===== src/rtl/hazard_scoreboard.sv =====
// -----------------------------------------------------------------------------
// hazard_scoreboard
//
// Purpose:
//   Hazard-detection stage sitting beside decode. It shadows the EX, MEM and
//   WB stages with a 3-slot pipeline of in-flight register writers. When a
//   decode-stage source register matches a pending write that cannot be
//   forwarded, it raises `stall`: PC and IF/ID hold, and a bubble goes into
//   ID/EX (the shadow EX slot is loaded with an empty entry in the same cycle).
//   It also counts stall cycles with a saturating counter and exports a
//   pending-write mask for debug.
//
// Parameters:
//   FORWARD  1: EX/MEM forwarding exists, so only a load in EX stalls a reader.
//            0: no forwarding, so any writer in EX or MEM stalls a reader.
//   CNT_W    width of the stall-cycle counter.
//
// Ports:
//   clk, rst            clock; synchronous active-high reset
//   id_valid            decode holds a real instruction (not a bubble)
//   id_Rs/id_RsValid    source 1 index and "is read" flag
//   id_Rt/id_RtValid    source 2 index and "is read" flag
//   id_writeRegValid    decoder write flag (also set for stores)
//   id_isStore          instruction is ST/STU
//   id_isLoad           instruction is LD
//   id_writeReg         destination register index
//   flush               taken branch/jump: squash the decode instruction
//   stall               hold PC and IF/ID, inject a bubble into ID/EX
//   pending_mask        bit r set while EX or MEM holds a valid writer of r
//   stall_cnt           number of stalled cycles, saturating at all-ones
//
// Handshake: there is no valid/ready pair here. `stall` acts as the "not ready"
// for the decode stage: the decode instruction advances into EX on a clock edge
// only when id_valid=1, stall=0 and flush=0; otherwise EX receives a bubble.
// -----------------------------------------------------------------------------
module hazard_scoreboard #(
  parameter bit FORWARD = 1'b1,
  parameter int CNT_W   = 16
) (
  input  logic             clk,
  input  logic             rst,
  input  logic             id_valid,
  input  logic [2:0]       id_Rs,
  input  logic [2:0]       id_Rt,
  input  logic             id_RsValid,
  input  logic             id_RtValid,
  input  logic             id_writeRegValid,
  input  logic             id_isStore,
  input  logic             id_isLoad,
  input  logic [2:0]       id_writeReg,
  input  logic             flush,
  output logic             stall,
  output logic [7:0]       pending_mask,
  output logic [CNT_W-1:0] stall_cnt
);

  // One shadow-pipeline entry: valid writer, destination register, is-load.
  typedef struct packed {
    logic       v;
    logic [2:0] rg;
    logic       ld;
  } slot_t;

  slot_t            ex_q, mem_q, wb_q;
  slot_t            ex_d;
  logic [CNT_W-1:0] stall_cnt_q, stall_cnt_d;

  logic w;      // decode instruction is a real register writer
  logic m_ex;   // decode source matches the writer in EX
  logic m_mem;  // decode source matches the writer in MEM

  // Stores carry id_writeRegValid but only write memory, so they are excluded.
  assign w = id_valid & id_writeRegValid & ~id_isStore;

  // Only older instructions (slots) are compared; the decode instruction's own
  // destination is never checked against its own sources.
  assign m_ex  = ex_q.v  & ((id_RsValid & (id_Rs == ex_q.rg)) |
                            (id_RtValid & (id_Rt == ex_q.rg)));
  assign m_mem = mem_q.v & ((id_RsValid & (id_Rs == mem_q.rg)) |
                            (id_RtValid & (id_Rt == mem_q.rg)));

  // WB is intentionally not consulted: the register file writes in the first
  // half of the cycle and reads in the second, so a WB producer is visible.
  // flush squashes the decode instruction, so it can never cause a stall.
  generate
    if (FORWARD) begin : g_fwd
      assign stall = id_valid & ~flush & m_ex & ex_q.ld;
    end else begin : g_nofwd
      assign stall = id_valid & ~flush & (m_ex | m_mem);
    end
  endgenerate

  // A stalled or squashed decode instruction is replaced by an empty entry.
  always_comb begin
    ex_d = '0;
    if (!stall && !flush) begin
      ex_d.v  = w;
      ex_d.rg = id_writeReg;
      ex_d.ld = id_isLoad & w;
    end
  end

  // Saturating stall counter: holds at all-ones instead of wrapping.
  always_comb begin
    stall_cnt_d = stall_cnt_q;
    if (stall && (stall_cnt_q != {CNT_W{1'b1}})) begin
      stall_cnt_d = stall_cnt_q + {{(CNT_W-1){1'b0}}, 1'b1};
    end
  end

  always_ff @(posedge clk) begin
    if (rst) begin
      ex_q        <= '0;
      mem_q       <= '0;
      wb_q        <= '0;
      stall_cnt_q <= '0;
    end else begin
      ex_q        <= ex_d;
      mem_q       <= ex_q;
      wb_q        <= mem_q;
      stall_cnt_q <= stall_cnt_d;
    end
  end

  // Debug view of writers that still need forwarding or stalling (EX, MEM).
  always_comb begin
    pending_mask = '0;
    if (ex_q.v)  pending_mask[ex_q.rg]  = 1'b1;
    if (mem_q.v) pending_mask[mem_q.rg] = 1'b1;
  end

  assign stall_cnt = stall_cnt_q;

  // The WB slot mirrors the real pipeline for completeness but never gates a
  // stall; this keeps it referenced without affecting any output.
  logic unused_wb;
  assign unused_wb = ^wb_q;

endmodule


===== config.mk =====
export PLATFORM = sky130hd
export DESIGN_NAME = hazard_scoreboard
export DESIGN_NICKNAME = d
export VERILOG_FILES = /design/src/rtl/hazard_scoreboard.sv
export SDC_FILE = /design/constraint.sdc
export NUM_CORES = 1
export LEC_CHECK = 0
export ABC_AREA = 1
export CORE_MARGIN = 2
export CORE_UTILIZATION = 43
export CTS_CLUSTER_SIZE = 20
export DETAILED_ROUTE_END_ITERATION = 7
export HOLD_SLACK_MARGIN = 0.12
export PLACE_DENSITY_LB_ADDON = 0.1
export SKIP_LAST_GASP = 1
export SYNTH_ARGS = -nofsm -noshare
export SYNTH_HDL_FRONTEND = slang
export SYNTH_SLANG_ARGS = --single-unit
export TNS_END_PERCENT = 20

===== constraint.sdc =====
create_clock -name clk -period 1.46 [get_ports clk]
set_input_delay 0.365 -clock clk [delete_from_list [all_inputs] [get_ports clk]]
set_output_delay 0.365 -clock clk [all_outputs]
set_load 0.03 [all_outputs]

## Word level (Yosys, flattened, before mapping)

Cells that the tools add are included.

| word-level totals | value |
|---|---|
| logic and storage cells | 41 |
| register bits | 25 |

| cells by class | value |
|---|---|
| $add $sub $neg | 1 |
| bitwise gates (word level) | 14 |
| equal/unequal tests | 3 |
| multiplexer cells | 6 |
| order comparisons | 4 |
| reductions and logical operators | 7 |

Operators by type and width:

| operator | count |
|---|---|
| $add 16x1->16 const B | 1 |
| $mux 8 | 2 |
| $ne 16x16->1 const B | 1 |
| $and 1x1->1 | 9 |
| $lt 3x4->1 const B | 2 |
| $or 8x8->8 | 1 |
| $demux 1 s3 | 2 |
| $eq 3x3->1 | 2 |
| $ge 3x1->1 const B | 2 |
| $logic_and 1x1->1 | 4 |
| $not 1->1 | 3 |
| $logic_not 1->1 | 2 |
| $mux 1 | 2 |
| $reduce_or 2->1 | 1 |
| $or 1x1->1 | 1 |

## Logic depth before layout (Yosys ltp)

| logic depth | value |
|---|---|
| depth in word-level cells | 10 |
| gate-level depth with buffers | 11 |

## Worst setup path before layout

Ideal clock, no wire load.

| path | value |
|---|---|
| path kind | flip-flop to flip-flop |
| start point | register stall_cnt_q[1], in the netlist stall_cnt[1] |
| end point | register stall_cnt_q[4], in the netlist stall_cnt[4] |
| cell stages (with the launch flop) | 11 |
| path buffers | 1 |
| setup slack | -0.351 ns |
| arrival | 1.743 ns |
| data required time | 1.391 ns |
| path through | dfxtp_1 > ha_1 > inv_1 > nor2_2 > nand2_2 > nor2_4 > nand2_4 > nand3_4 > buf_6 > nand2_1 > a21oi_2 |

| on the way | value |
|---|---|
| longest elaborated chain between the ends | 2 |
| elaborated cells between the ends (all ways) | 3 |
| classes of those cells | 1 x add/sub; 1 x eq/ne; 1 x reduce/logical |

Ends and longest elaborated chain:

| what | RTL line | source |
|---|---|---|
| from (decl) | 66 | `logic [CNT_W-1:0] stall_cnt_q, stall_cnt_d;` |
| from (signal assigned) | 121 | `stall_cnt_q <= stall_cnt_d;` |
| parallel branches: the longest is 2 deep, another holds $add 16x1->16 | n/a |  |

Several ways; the timed one is not identified.
A chain may end at the register's enable or synchronous reset.

## Worst setup path in the final report

| path | value |
|---|---|
| start point | register ex_q[1] in the netlist's numbering |
| end point | output port pending_mask[6] |

| on the way | value |
|---|---|
| longest elaborated chain between the ends | 7 |
| elaborated cells between the ends (all ways) | 8 |
| classes of those cells | 2 x order compare; 4 x mux; 1 x bitwise; 1 x reduce/logical |

Ends and longest elaborated chain:

| what | RTL line | source |
|---|---|---|
| from (decl) | 64 | `slot_t ex_q, mem_q, wb_q;` |
| from (signal assigned) | 113 | `ex_q <= '0;` |
| from (signal assigned) | 118 | `ex_q <= ex_d;` |
| $lt 3x4->1 (not written as such) / $ge 3x1->1 (equally long branches) | 128 | `if (ex_q.v) pending_mask[ex_q.rg] = 1'b1;` |
| $logic_and 1x1->1 (not written as such) | 128 |  |
| $mux 1 (not written as such) | 128 |  |
| $demux 1 s3 * | 128 |  |
| $mux 8 * | 128 |  |
| $or 8x8->8 (no line) | n/a |  |
| $mux 8 * | 129 | `if (mem_q.v) pending_mask[mem_q.rg] = 1'b1;` |
| to (decl) | 53 | `output logic [7:0] pending_mask,` |

Every way passes the cells marked *; elsewhere a longest branch is shown, timed or not.

==> Implementation_results.wiki <==
{| class="wikitable"
! Metric !! Value
|-
| Part of the cycle the worst path needs || 125%
|-
| Power Density || around 500 nW/um2
|-
| Max Freq || between 0.5 and 0.6 GHz
|-
| Startpoint-to-endpoint class of the critical path || reg2out
|-
| Nets@finish || roughly 330
|-
| Simple-gate share of the synthesized area || between 40% and 50%
|-
| Worst-case register-to-register setup slack || -0.08 ns
|-
| Count of buffers from port buffering || between 40 and 50
|-
| Reg-to-reg endpoint || stall_cnt[10]
|-
| Mean routed wirelength per cell || between 10 and 15 um
|-
| Number of sinks driven by the clock tree || 25
|-
| Total Wirelength || slightly above 4 mm
|-
| YS warnings || 0
|-
| Residual antenna-violating net count after detailed routing || 0
|-
| Leftover overflow at the end of global routing || 0
|-
| Part of the Yosys area used for sequential elements || 32.4%
|-
| Chip width || 64.0 um
|-
| Final Skew || ~0.0015 ns
|-
| Average cell area after synthesis || 6.34 um2
|-
| Cells after synthesis || about 240
|-
| Run status || finished, violations left
|-
| Maximum Capacitance Violations || 0
|-
| Share of synthesized cell area in full adder, half adder and majority cells || 0.809%
|-
| Global-route wire length before repair || about 6.5 mm
|-
| Netlist area before placement || 1550 um2
|-
| Fraction of final layout cells sized beyond drive strength 1 || between 30% and 40%
|-
| Global placer's final weighted congestion || 0.866
|-
| Peak supply drop || about 430 uV
|-
| TritonCTS buffer count || 3
|-
| Most area-hungry cell type in the Yosys netlist || dfxtp_1
|-
| Clk pin slew, worst setup/hold paths || 0.14 ns
|-
| Clock tree from TritonCTS || yes
|-
| Final hold vios || 0
|-
| Number of antenna diodes || 0
|-
| Number of iterations in the first detailed-routing pass || 4
|-
| Multiplexer area fraction after synthesis || 0%
|-
| Average vias per placed instance || roughly 4.8
|-
| Largest family of logic cells by synthesized area || simple AND/OR/NAND/NOR gates
|-
| Min-Delay Path Depth || 2
|-
| Root Buffer Master || clkbuf_4
|-
| Worst R2R Path Depth || 10
|-
| Data arrival, critical path || approximately 1.5 ns
|-
| Final setup violation count || 29
|-
| # IOs || 43
|-
| Register bit count reported by yosys || 25
|-
| RSZ-0062 raised after global routing || yes
|-
| Static leakage || roughly 0.94 nW
|-
| DR vias || around 1700
|-
| Die Area || a little over 4000 um2
|-
| Number of global-route vias before repair || roughly 1500
|-
| Worst Setup Slack, final || -0.360 ns
|-
| Clock period minus worst slack || about 1.8 ns
|-
| Clock network latency to the later pin of the worst-skew pair || around 0.33 ns
|-
| Worst Tran Pin Value || 0.319 ns
|-
| Synth Area in Compound Gates || 11.7%
|-
| Initial Utilization || between 40 and 50%
|-
| Detailed-route DRC error count || 0
|-
| Hold path start || stall_cnt[15]
|-
| Tot Pwr || between 1 and 1.5 mW
|-
| Violations in the final reports || negative setup slack
|-
| Headroom to the max-slew limit || roughly four fifths
|-
| Post-CTS Hold Buffers || 0
|-
| Tot GR Track Use || 19.9%
|-
| Commonest cells after routing, fill and taps aside || 68 x nand2_1, 33 x nor2_1, 30 x buf_4, 27 x inv_1, 23 x nand3_1
|-
| Die span in y || 64.0 um
|-
| Final Max Slew Viols || 0
|-
| Share of the synthesized netlist area taken by xor and xnor gates || roughly 5.1%
|-
| Area share of the leading cell type in the synthesized netlist || around 32%
|-
| Worst R2R Start || ex_q[1]
|-
| Net count after synthesis || 263
|-
| Most area-consuming cells after synthesis || dfxtp_1 32%, nand2_1 18%, nor2_1 9.0%
|-
| Path type of the worst min-delay path || reg2reg
|-
| Relative area change from synthesis to final layout || 49.2%
|-
| Sort of element at the end of the critical path || output port
|-
| Unique masters post-synth || 26
|-
| Data required time at the worst endpoint || about 1.1 ns
|-
| Maximum level of the CTS H-tree || 1
|-
| Maximum buffer depth of the clock tree || 2
|-
| End of the worst hold path || stall_cnt[15]
|-
| Largest net degree at the start of global routing || 16
|-
| CP max FO || 4
|-
| Core Footprint || ~3400 um2
|-
| Most common library cell in the layout ignoring fill and taps || nand2_1
|-
| Type of origin of the critical path || register
|-
| HPWL after detailed placement || roughly 3 mm
|-
| Number of antenna violations at the first check in global routing || 0
|-
| Final sum of negative setup slack || -5.84 ns
|-
| DRC violation total after the first TritonRoute iteration || just over 70
|-
| Core Rows || 21
|}
[where the power goes]
group	total, mW	internal [mW]	switching (mW)
Combinational	0.129	0.0678	0.0612
Sequential	0.682	0.674	0.00759
Clock	0.330	0.107	0.223
[per-layer routing]
layer	share of wire, %	up-vias	global-route usage (%)	routed length, um
met2	44	46	31.0	1780
met3	5.7	5	3.35	234
li1	-	894	-	-
met5	0	-	0	0
met1	50	760	28.0	2020
met4	1.0	0	6.25	42
[kinds of logic after synthesis]
kind of cell	after synthesis
XOR/XNOR	9
flip-flops	25
buffers and inverters	37
AND/OR/NAND/NOR	145
adder cells (fa/ha/maj)	1
AO/OA/AOI/OAI	27
[cell usage after synthesis]
library cell and number:
nor2_1 37, nand4_1 2, inv_2 2, nor2_2 2, o21ai_0 9, a21oi_2 11, a21oi_1 5, o22ai_1 1
nand2_1 74, xnor2_1 4, buf_2 2, nand3b_1 1, nor3_1 2, nor2_4 1, o32ai_1 1, clkbuf_1 2
buf_4 1, xor2_1 5, inv_1 29, dfxtp_1 25, nand3_1 23, nand2_2 1, nand3_4 1, nand2_4 1
ha_1 1, buf_6 1
[final cells by class]
class / instances / area, um2
Fill cell: 309 / 1080
Clock inverter: 1 / 6.26
Clock buffer: 3 / 22.5
Tap cell: 46 / 57.6
Inverter: 31 / 119
Timing Repair Buffer: 66 / 593
Sequential cell: 25 / 547
Multi-Input combinational cell: 182 / 962
[stage by stage]
stage / area (um2) / utilization (%) / instances / setup slack, ns / hold WS (ns)
after floorplan: 1620 / - / 244 / -0.0501 / 0.474
after global placement: 2200 / 64.8 / 348 / -0.482 / 0.471
after detailed placement: 2200 / 64.8 / 348 / -0.470 / 0.473
after CTS: 2260 / 66.6 / 353 / -0.383 / 0.495
after global routing: 2310 / 68.1 / 354 / -0.429 / 0.511
final: 2310 / 68.1 / 354 / -0.360 / 0.493
[how the worst max path moves through the flow]
stage | from | endpoint | depth (start not counted)
floorplan | ex_q[1] | stall | 7
global placement | id_Rs[0] | stall | 8
detailed placement | id_Rs[0] | stall | 8
CTS | ex_q[1] | stall | 7
global route | ex_q[1] | stall | 7
finish | ex_q[1] | pending_mask[6] | 4
[registers in the layout (all words and copies together) (netlist names)]
signal and flops:
stall_cnt 16, ex_q 5, mem_q 4
[critical path, cell delays in order, from the launching register on]
cell and delay (ns):
dfxtp_4 0.39, buf_4 0.13, buf_6 0.12, o32ai_2 0.28, buf_4 0.21
[timing repair]
action | 4_1_cts | 5_1_grt
resized for setup | 28 | 20
pin swaps | 8 | 7
endpoints found under the setup margin | 39 | 37
buffers inserted | 1 | 1
Power figures use the tool's default switching activity.
